--- src/rtl/id_ctrl_stage_pkg.sv ---
// -----------------------------------------------------------------------------
// id_ctrl_stage_pkg
// Shared definitions for the decode/control stage: 5-bit opcode constants,
// the decoded control-bit bundle, and the halt state machine encoding.
// -----------------------------------------------------------------------------
package id_ctrl_stage_pkg;

    localparam int OPC_W = 5;

    localparam logic [OPC_W-1:0] OP_HALT = 5'b00000;
    localparam logic [OPC_W-1:0] OP_ST   = 5'b10000;
    localparam logic [OPC_W-1:0] OP_LD   = 5'b10001;
    localparam logic [OPC_W-1:0] OP_STU  = 5'b10011;

    // Register-register ALU group: second ALU operand comes from rs2.
    localparam logic [OPC_W-1:0] OP_ADD  = 5'b11010;
    localparam logic [OPC_W-1:0] OP_SUB  = 5'b11011;
    localparam logic [OPC_W-1:0] OP_AND  = 5'b11100;
    localparam logic [OPC_W-1:0] OP_OR   = 5'b11101;
    localparam logic [OPC_W-1:0] OP_SLT  = 5'b11110;
    localparam logic [OPC_W-1:0] OP_SLE  = 5'b11111;

    typedef enum logic [1:0] {
        ST_RUN       = 2'd0,
        ST_HALT_PEND = 2'd1,
        ST_HALTED    = 2'd2
    } state_e;

    typedef struct packed {
        logic alu_src2;
        logic mem_wr;
        logic mem_rd;
        logic halt;
    } ctrl_t;

endpackage

--- src/rtl/id_opcode_decode.sv ---
// -----------------------------------------------------------------------------
// id_opcode_decode
// Purely combinational map from a 5-bit opcode to execute-side control bits.
// Opcodes not listed decode to all-zero control.
//   opcode_i : opcode field of the instruction
//   ctrl_o   : {alu_src2, mem_wr, mem_rd, halt}
// -----------------------------------------------------------------------------
module id_opcode_decode
    import id_ctrl_stage_pkg::*;
(
    input  logic [OPC_W-1:0] opcode_i,
    output ctrl_t            ctrl_o
);

    always_comb begin
        ctrl_o = '0;
        case (opcode_i)
            OP_ADD, OP_SUB, OP_AND,
            OP_OR,  OP_SLT, OP_SLE: ctrl_o.alu_src2 = 1'b1;
            OP_ST,  OP_STU:         ctrl_o.mem_wr   = 1'b1;
            OP_LD:                  ctrl_o.mem_rd   = 1'b1;
            OP_HALT:                ctrl_o.halt     = 1'b1;
            default:                ;
        endcase
    end

endmodule

--- src/rtl/id_ctrl_stage.sv ---
// -----------------------------------------------------------------------------
// id_ctrl_stage
// Registered decode/control stage between fetch and execute. One instruction
// per cycle over valid/ready; the instruction and its decoded control bits are
// held in a single pipeline register. Includes flush, a sticky halt state
// machine and a saturating count of accepted instructions.
// PAYLOAD_W must be at least 5 (opcode is the top 5 bits of in_instr).
//
// Ports:
//   clk, rst      : clock, synchronous active-high reset
//   flush         : drop the held entry and anything offered this cycle
//   in_valid/in_ready/in_instr   : upstream handshake and instruction
//   out_valid/out_ready/out_instr: downstream handshake and held instruction
//   out_alu_src2, out_mem_wr, out_mem_rd, out_halt : registered control bits
//   halted        : sticky, set when the halt instruction has been consumed
//   dec_count     : accepted-instruction count, saturating
// -----------------------------------------------------------------------------
module id_ctrl_stage
    import id_ctrl_stage_pkg::*;
#(
    parameter int PAYLOAD_W = 16,
    parameter int CNT_W     = 16
) (
    input  logic                 clk,
    input  logic                 rst,
    input  logic                 flush,
    input  logic                 in_valid,
    output logic                 in_ready,
    input  logic [PAYLOAD_W-1:0] in_instr,
    output logic                 out_valid,
    input  logic                 out_ready,
    output logic [PAYLOAD_W-1:0] out_instr,
    output logic                 out_alu_src2,
    output logic                 out_mem_wr,
    output logic                 out_mem_rd,
    output logic                 out_halt,
    output logic                 halted,
    output logic [CNT_W-1:0]     dec_count
);

    state_e                state_q, state_d;
    logic                  valid_q, valid_d;
    logic [PAYLOAD_W-1:0]  instr_q;
    ctrl_t                 ctrl_q;
    logic [CNT_W-1:0]      cnt_q, cnt_d;

    ctrl_t                 dec_ctrl;
    logic                  acc;
    logic                  pop;

    id_opcode_decode u_dec (
        .opcode_i (in_instr[PAYLOAD_W-1 -: OPC_W]),
        .ctrl_o   (dec_ctrl)
    );

    // Ready is independent of in_valid and flush so upstream never sees a
    // combinational loop through its own valid.
    assign in_ready = (state_q == ST_RUN) && (!valid_q || out_ready);
    assign acc      = in_valid && in_ready && !flush;
    assign pop      = valid_q && out_ready;

    always_comb begin
        state_d = state_q;
        valid_d = valid_q;
        unique case (state_q)
            ST_RUN: begin
                if (flush) begin
                    valid_d = 1'b0;
                end else if (acc) begin
                    valid_d = 1'b1;
                    if (dec_ctrl.halt) state_d = ST_HALT_PEND;
                end else if (pop) begin
                    valid_d = 1'b0;
                end
            end
            ST_HALT_PEND: begin
                // The held entry is the halt; a pop wins over a same-cycle flush.
                if (pop) begin
                    state_d = ST_HALTED;
                    valid_d = 1'b0;
                end else if (flush) begin
                    state_d = ST_RUN;
                    valid_d = 1'b0;
                end
            end
            ST_HALTED: begin
                valid_d = 1'b0;
            end
            default: begin
                state_d = ST_RUN;
                valid_d = 1'b0;
            end
        endcase
    end

    always_comb begin
        cnt_d = cnt_q;
        if (acc && (cnt_q != {CNT_W{1'b1}})) cnt_d = cnt_q + CNT_W'(1);
    end

    always_ff @(posedge clk) begin
        if (rst) begin
            state_q <= ST_RUN;
            valid_q <= 1'b0;
            instr_q <= '0;
            ctrl_q  <= '0;
            cnt_q   <= '0;
        end else begin
            state_q <= state_d;
            valid_q <= valid_d;
            cnt_q   <= cnt_d;
            // Payload only moves on accept; otherwise it holds its last value.
            if (acc) begin
                instr_q <= in_instr;
                ctrl_q  <= dec_ctrl;
            end
        end
    end

    assign out_valid    = valid_q;
    assign out_instr    = instr_q;
    assign out_alu_src2 = ctrl_q.alu_src2;
    assign out_mem_wr   = ctrl_q.mem_wr;
    assign out_mem_rd   = ctrl_q.mem_rd;
    assign out_halt     = ctrl_q.halt;
    assign halted       = (state_q == ST_HALTED);
    assign dec_count    = cnt_q;

endmodule

--- config.mk ---
export PLATFORM = sky130hd
export DESIGN_NAME = id_ctrl_stage
export DESIGN_NICKNAME = d
export VERILOG_FILES = /design/src/rtl/id_ctrl_stage_pkg.sv /design/src/rtl/id_opcode_decode.sv /design/src/rtl/id_ctrl_stage.sv
export SDC_FILE = /design/constraint.sdc
export NUM_CORES = 1
export LEC_CHECK = 0
export ABC_CLOCK_PERIOD_IN_PS = 2450
export CAP_MARGIN = 5
export CORE_MARGIN = 2
export CORE_UTILIZATION = 39
export DETAILED_ROUTE_END_ITERATION = 8
export PLACE_DENSITY = 0.7
export SKIP_CTS_REPAIR_TIMING = 1
export SLEW_MARGIN = 5
export SYNTH_ARGS = -nofsm -noshare
export SYNTH_HDL_FRONTEND = slang
export SYNTH_HIERARCHICAL = 1
export SYNTH_SLANG_ARGS = --single-unit
export TNS_END_PERCENT = 50
--- constraint.sdc ---
create_clock -name clk -period 2.45 [get_ports clk]
set_input_delay 0.49 -clock clk [delete_from_list [all_inputs] [get_ports clk]]
set_output_delay 0.49 -clock clk [all_outputs]
set_load 0.01 [all_outputs]
==> flow_metrics.tcl <==
set metrics [dict create \
    gp_congestion 0.788 \
    post_dp_cell_area_sq_mm 0.00243 \
    critPathSlowestCell "or4_4" \
    peakVddDrop_v 0.000385 \
    cap_violations 0 \
    num_io_pins 60 \
    fp-row-count 24 \
    max_stage_delay_ps 630 \
    grt_setup_unrepaired "no" \
    tightest_slew_ps 431 \
    slew_viol_final 0 \
    hold_depth 2 \
    synth.distinct_cells 36 \
    fill_cells 410 \
    p_per_area_mw_per_mm2 535 \
    worstSetupPathType "in2reg" \
    ys_async_sr_fraction_pct 0 \
    dieArea_sq_mm 0.00504 \
    period_minus_slack_ps 2240 \
    syn_area_per_cell_sq_um 8.18 \
    syn_to_final_growth_pct 45.4 \
    yosys_warnings 6 \
    setup_viol 0 \
    cts_root_buf "clkbuf_8" \
    grt_max_degree 27 \
    htreeDepth 2 \
    initial_core_util_pct 40.5 \
    firstDrtPassIters 4 \
    synth_top_area_cell "dfxtp_1" \
    die_x_microns 71.0 \
    grt_first_pass_wirelength_mm 7.20 \
    tritoncts "yes" \
    postLayoutCoreUtil_pct 58.9 \
    worstSetupEndpointType "flop" \
    clock_path_buffers 2 \
    drive_gt1_share_pct 9.75 \
    synth-seq-area-share_pct 44.6 \
    start_kind "input port" \
    mostFrequentLayoutCell "clkdlybuf4s50_1" \
    diodes 0 \
    synthCells 214 \
    worstHoldPathType "reg2reg" \
    grt.overflow.total 0 \
    cp.arrival_ps 2440 \
    leakagePower_nw 0.867 \
    synth_nets 236 \
    fin_crit_sh_pct 91.5 \
    maxSlewHeadroom_pct 71.2 \
    most-common-layout-cells "clkdlybuf4s50_1, nand2_1, dfxtp_1" \
    grt_pass1_vias 1590 \
    core_sq_mm 0.00432 \
    path_max_fanout 26 \
    timing_hold_violations_final 0 \
    fp.dieH_microns 71.0 \
    finClkSkew_ps 12.4 \
    antenna_found_initial 0 \
    wire_per_inst_microns 13.1 \
    cp_data_required_time_ps 2650 \
    hpwl_mm 3.04 \
    via_per_inst 5.33 \
    clkSlewWorstSetupHoldPaths_ps 90 \
    crit_chain "clkdlybuf4s50_1, nor2b_4, or4_4, nor4_1, mux2_1" \
    drc_errors 0 \
    final_nets 298 \
    rr_worst_depth 4 \
    postRouteAntennaNets 0 \
    ys_seq_elements 39 \
    vias 1753 \
    outcome "finished clean" \
    synth.top_cell.area_share_pct 44.6 \
    track_usage_pct 17.9 \
    max_freq_mhz 446 \
    ys.flop_type "dfxtp_1" \
    clock-sinks 39 \
    synthTopCellsByArea "dfxtp_1, nand2_1, a21oi_1" \
    design_area_sq_mm 0.00254 \
    cts_buffers 5 \
    syn-cell-area_sq_mm 0.00175 \
    drt_iter0_markers 79 \
    synth-edff-count 0 \
    numPortBuffers 59 \
    clk_latency_ps 300 \
    routed_wl_mm 4.30 \
]
## flip-flops by register name (all words and copies together) (netlist names)
| signal | cells |
|---|---|
| out_alu_src2 | 1 |
| out_halt | 1 |
| state_q | 2 |
| dec_count | 16 |
| out_valid | 1 |
| out_mem_wr | 1 |
| out_instr | 16 |
| out_mem_rd | 1 |
## cells by family after synthesis
| group | synth area share, % |
|---|---|
| buffers and inverters | 4.29 |
| XOR/XNOR | 0.500 |
| AO/OA/AOI/OAI | 15.2 |
| multiplexers | 3.22 |
| AND/OR/NAND/NOR | 31.5 |
| flip-flops | 44.6 |
| adder cells (fa/ha/maj) | 0.715 |
## layer usage
layer	wire length (microns)	track usage, %	part of all wire (%)	up-vias
li1	-	-	-	886
met1	1950	21.9	45	816
met2	1960	28.5	46	49
met3	373	8.97	8.7	2
met4	18	4.40	0.42	0
met5	0	0	0	-
## critical path: cells and delay by family
kind | cells | cell delay [ps]
buffers and inverters | 1 | 530
and+or+nand+nor | 3 | 1070
muxes | 1 | 350
## metrics by stage
stage | power [mW] | hold slack [ps] | std cells | setup WS, ps | setup TNS [ps]
6_report | 1.36 | 458 | 329 | 209 | 0
5_1_grt | 1.42 | 478 | 329 | 76.0 | 0
4_1_cts | 1.38 | 457 | 329 | 27.8 | 0
3_5_place_dp | 0.823 | 447 | 321 | -121 | -650
3_3_place_gp | 0.821 | 441 | 321 | -52.8 | -197
2_1_floorplan | 0.734 | 481 | 214 | 481 | 0
## power breakdown
part	internal (mW)	switching (mW)	total, mW
logic	0.0809	0.0673	0.148
clock network	0.307	0.249	0.556
registers	0.649	0.00955	0.659
total	1.04	0.326	1.36
## cells in the mapped netlist (3+ instances only)
cell type	count
nand2_1	47
dfxtp_1	39
a21oi_1	33
o31ai_1	9
or4_1	9
clkbuf_1	8
nor2_1	7
nor2b_1	7
nand3_1	6
nor4_1	6
nand4_1	5
mux2_1	4
buf_1	3
buf_2	3
or3_1	3
## worst paths after layout
path | slack [ps] | startpoint | endpoint
setup / recovery | 210 | out_ready | dec_count[9]
hold / removal | 460 | out_instr[13] | out_instr[13]
setup reg to reg | 490 | out_valid | dec_count[9]
hold reg to reg | 460 | out_instr[13] | out_instr[13]
## layout make-up
| cell class | instances | area [sq um] | area share [%] |
|---|---|---|---|
| sequential | 39 | 781 | 30.7 |
| multi-input combinational | 158 | 901 | 35.4 |
| inverter | 2 | 7.51 | 0.295 |
| clock inverter | 3 | 46.3 | 1.82 |
| clock buffer | 5 | 68.8 | 2.70 |
| timing repair buffer | 70 | 676 | 26.5 |
| tap | 52 | 65.1 | 2.56 |
No activity file was read; power rests on OpenSTA's default activity.
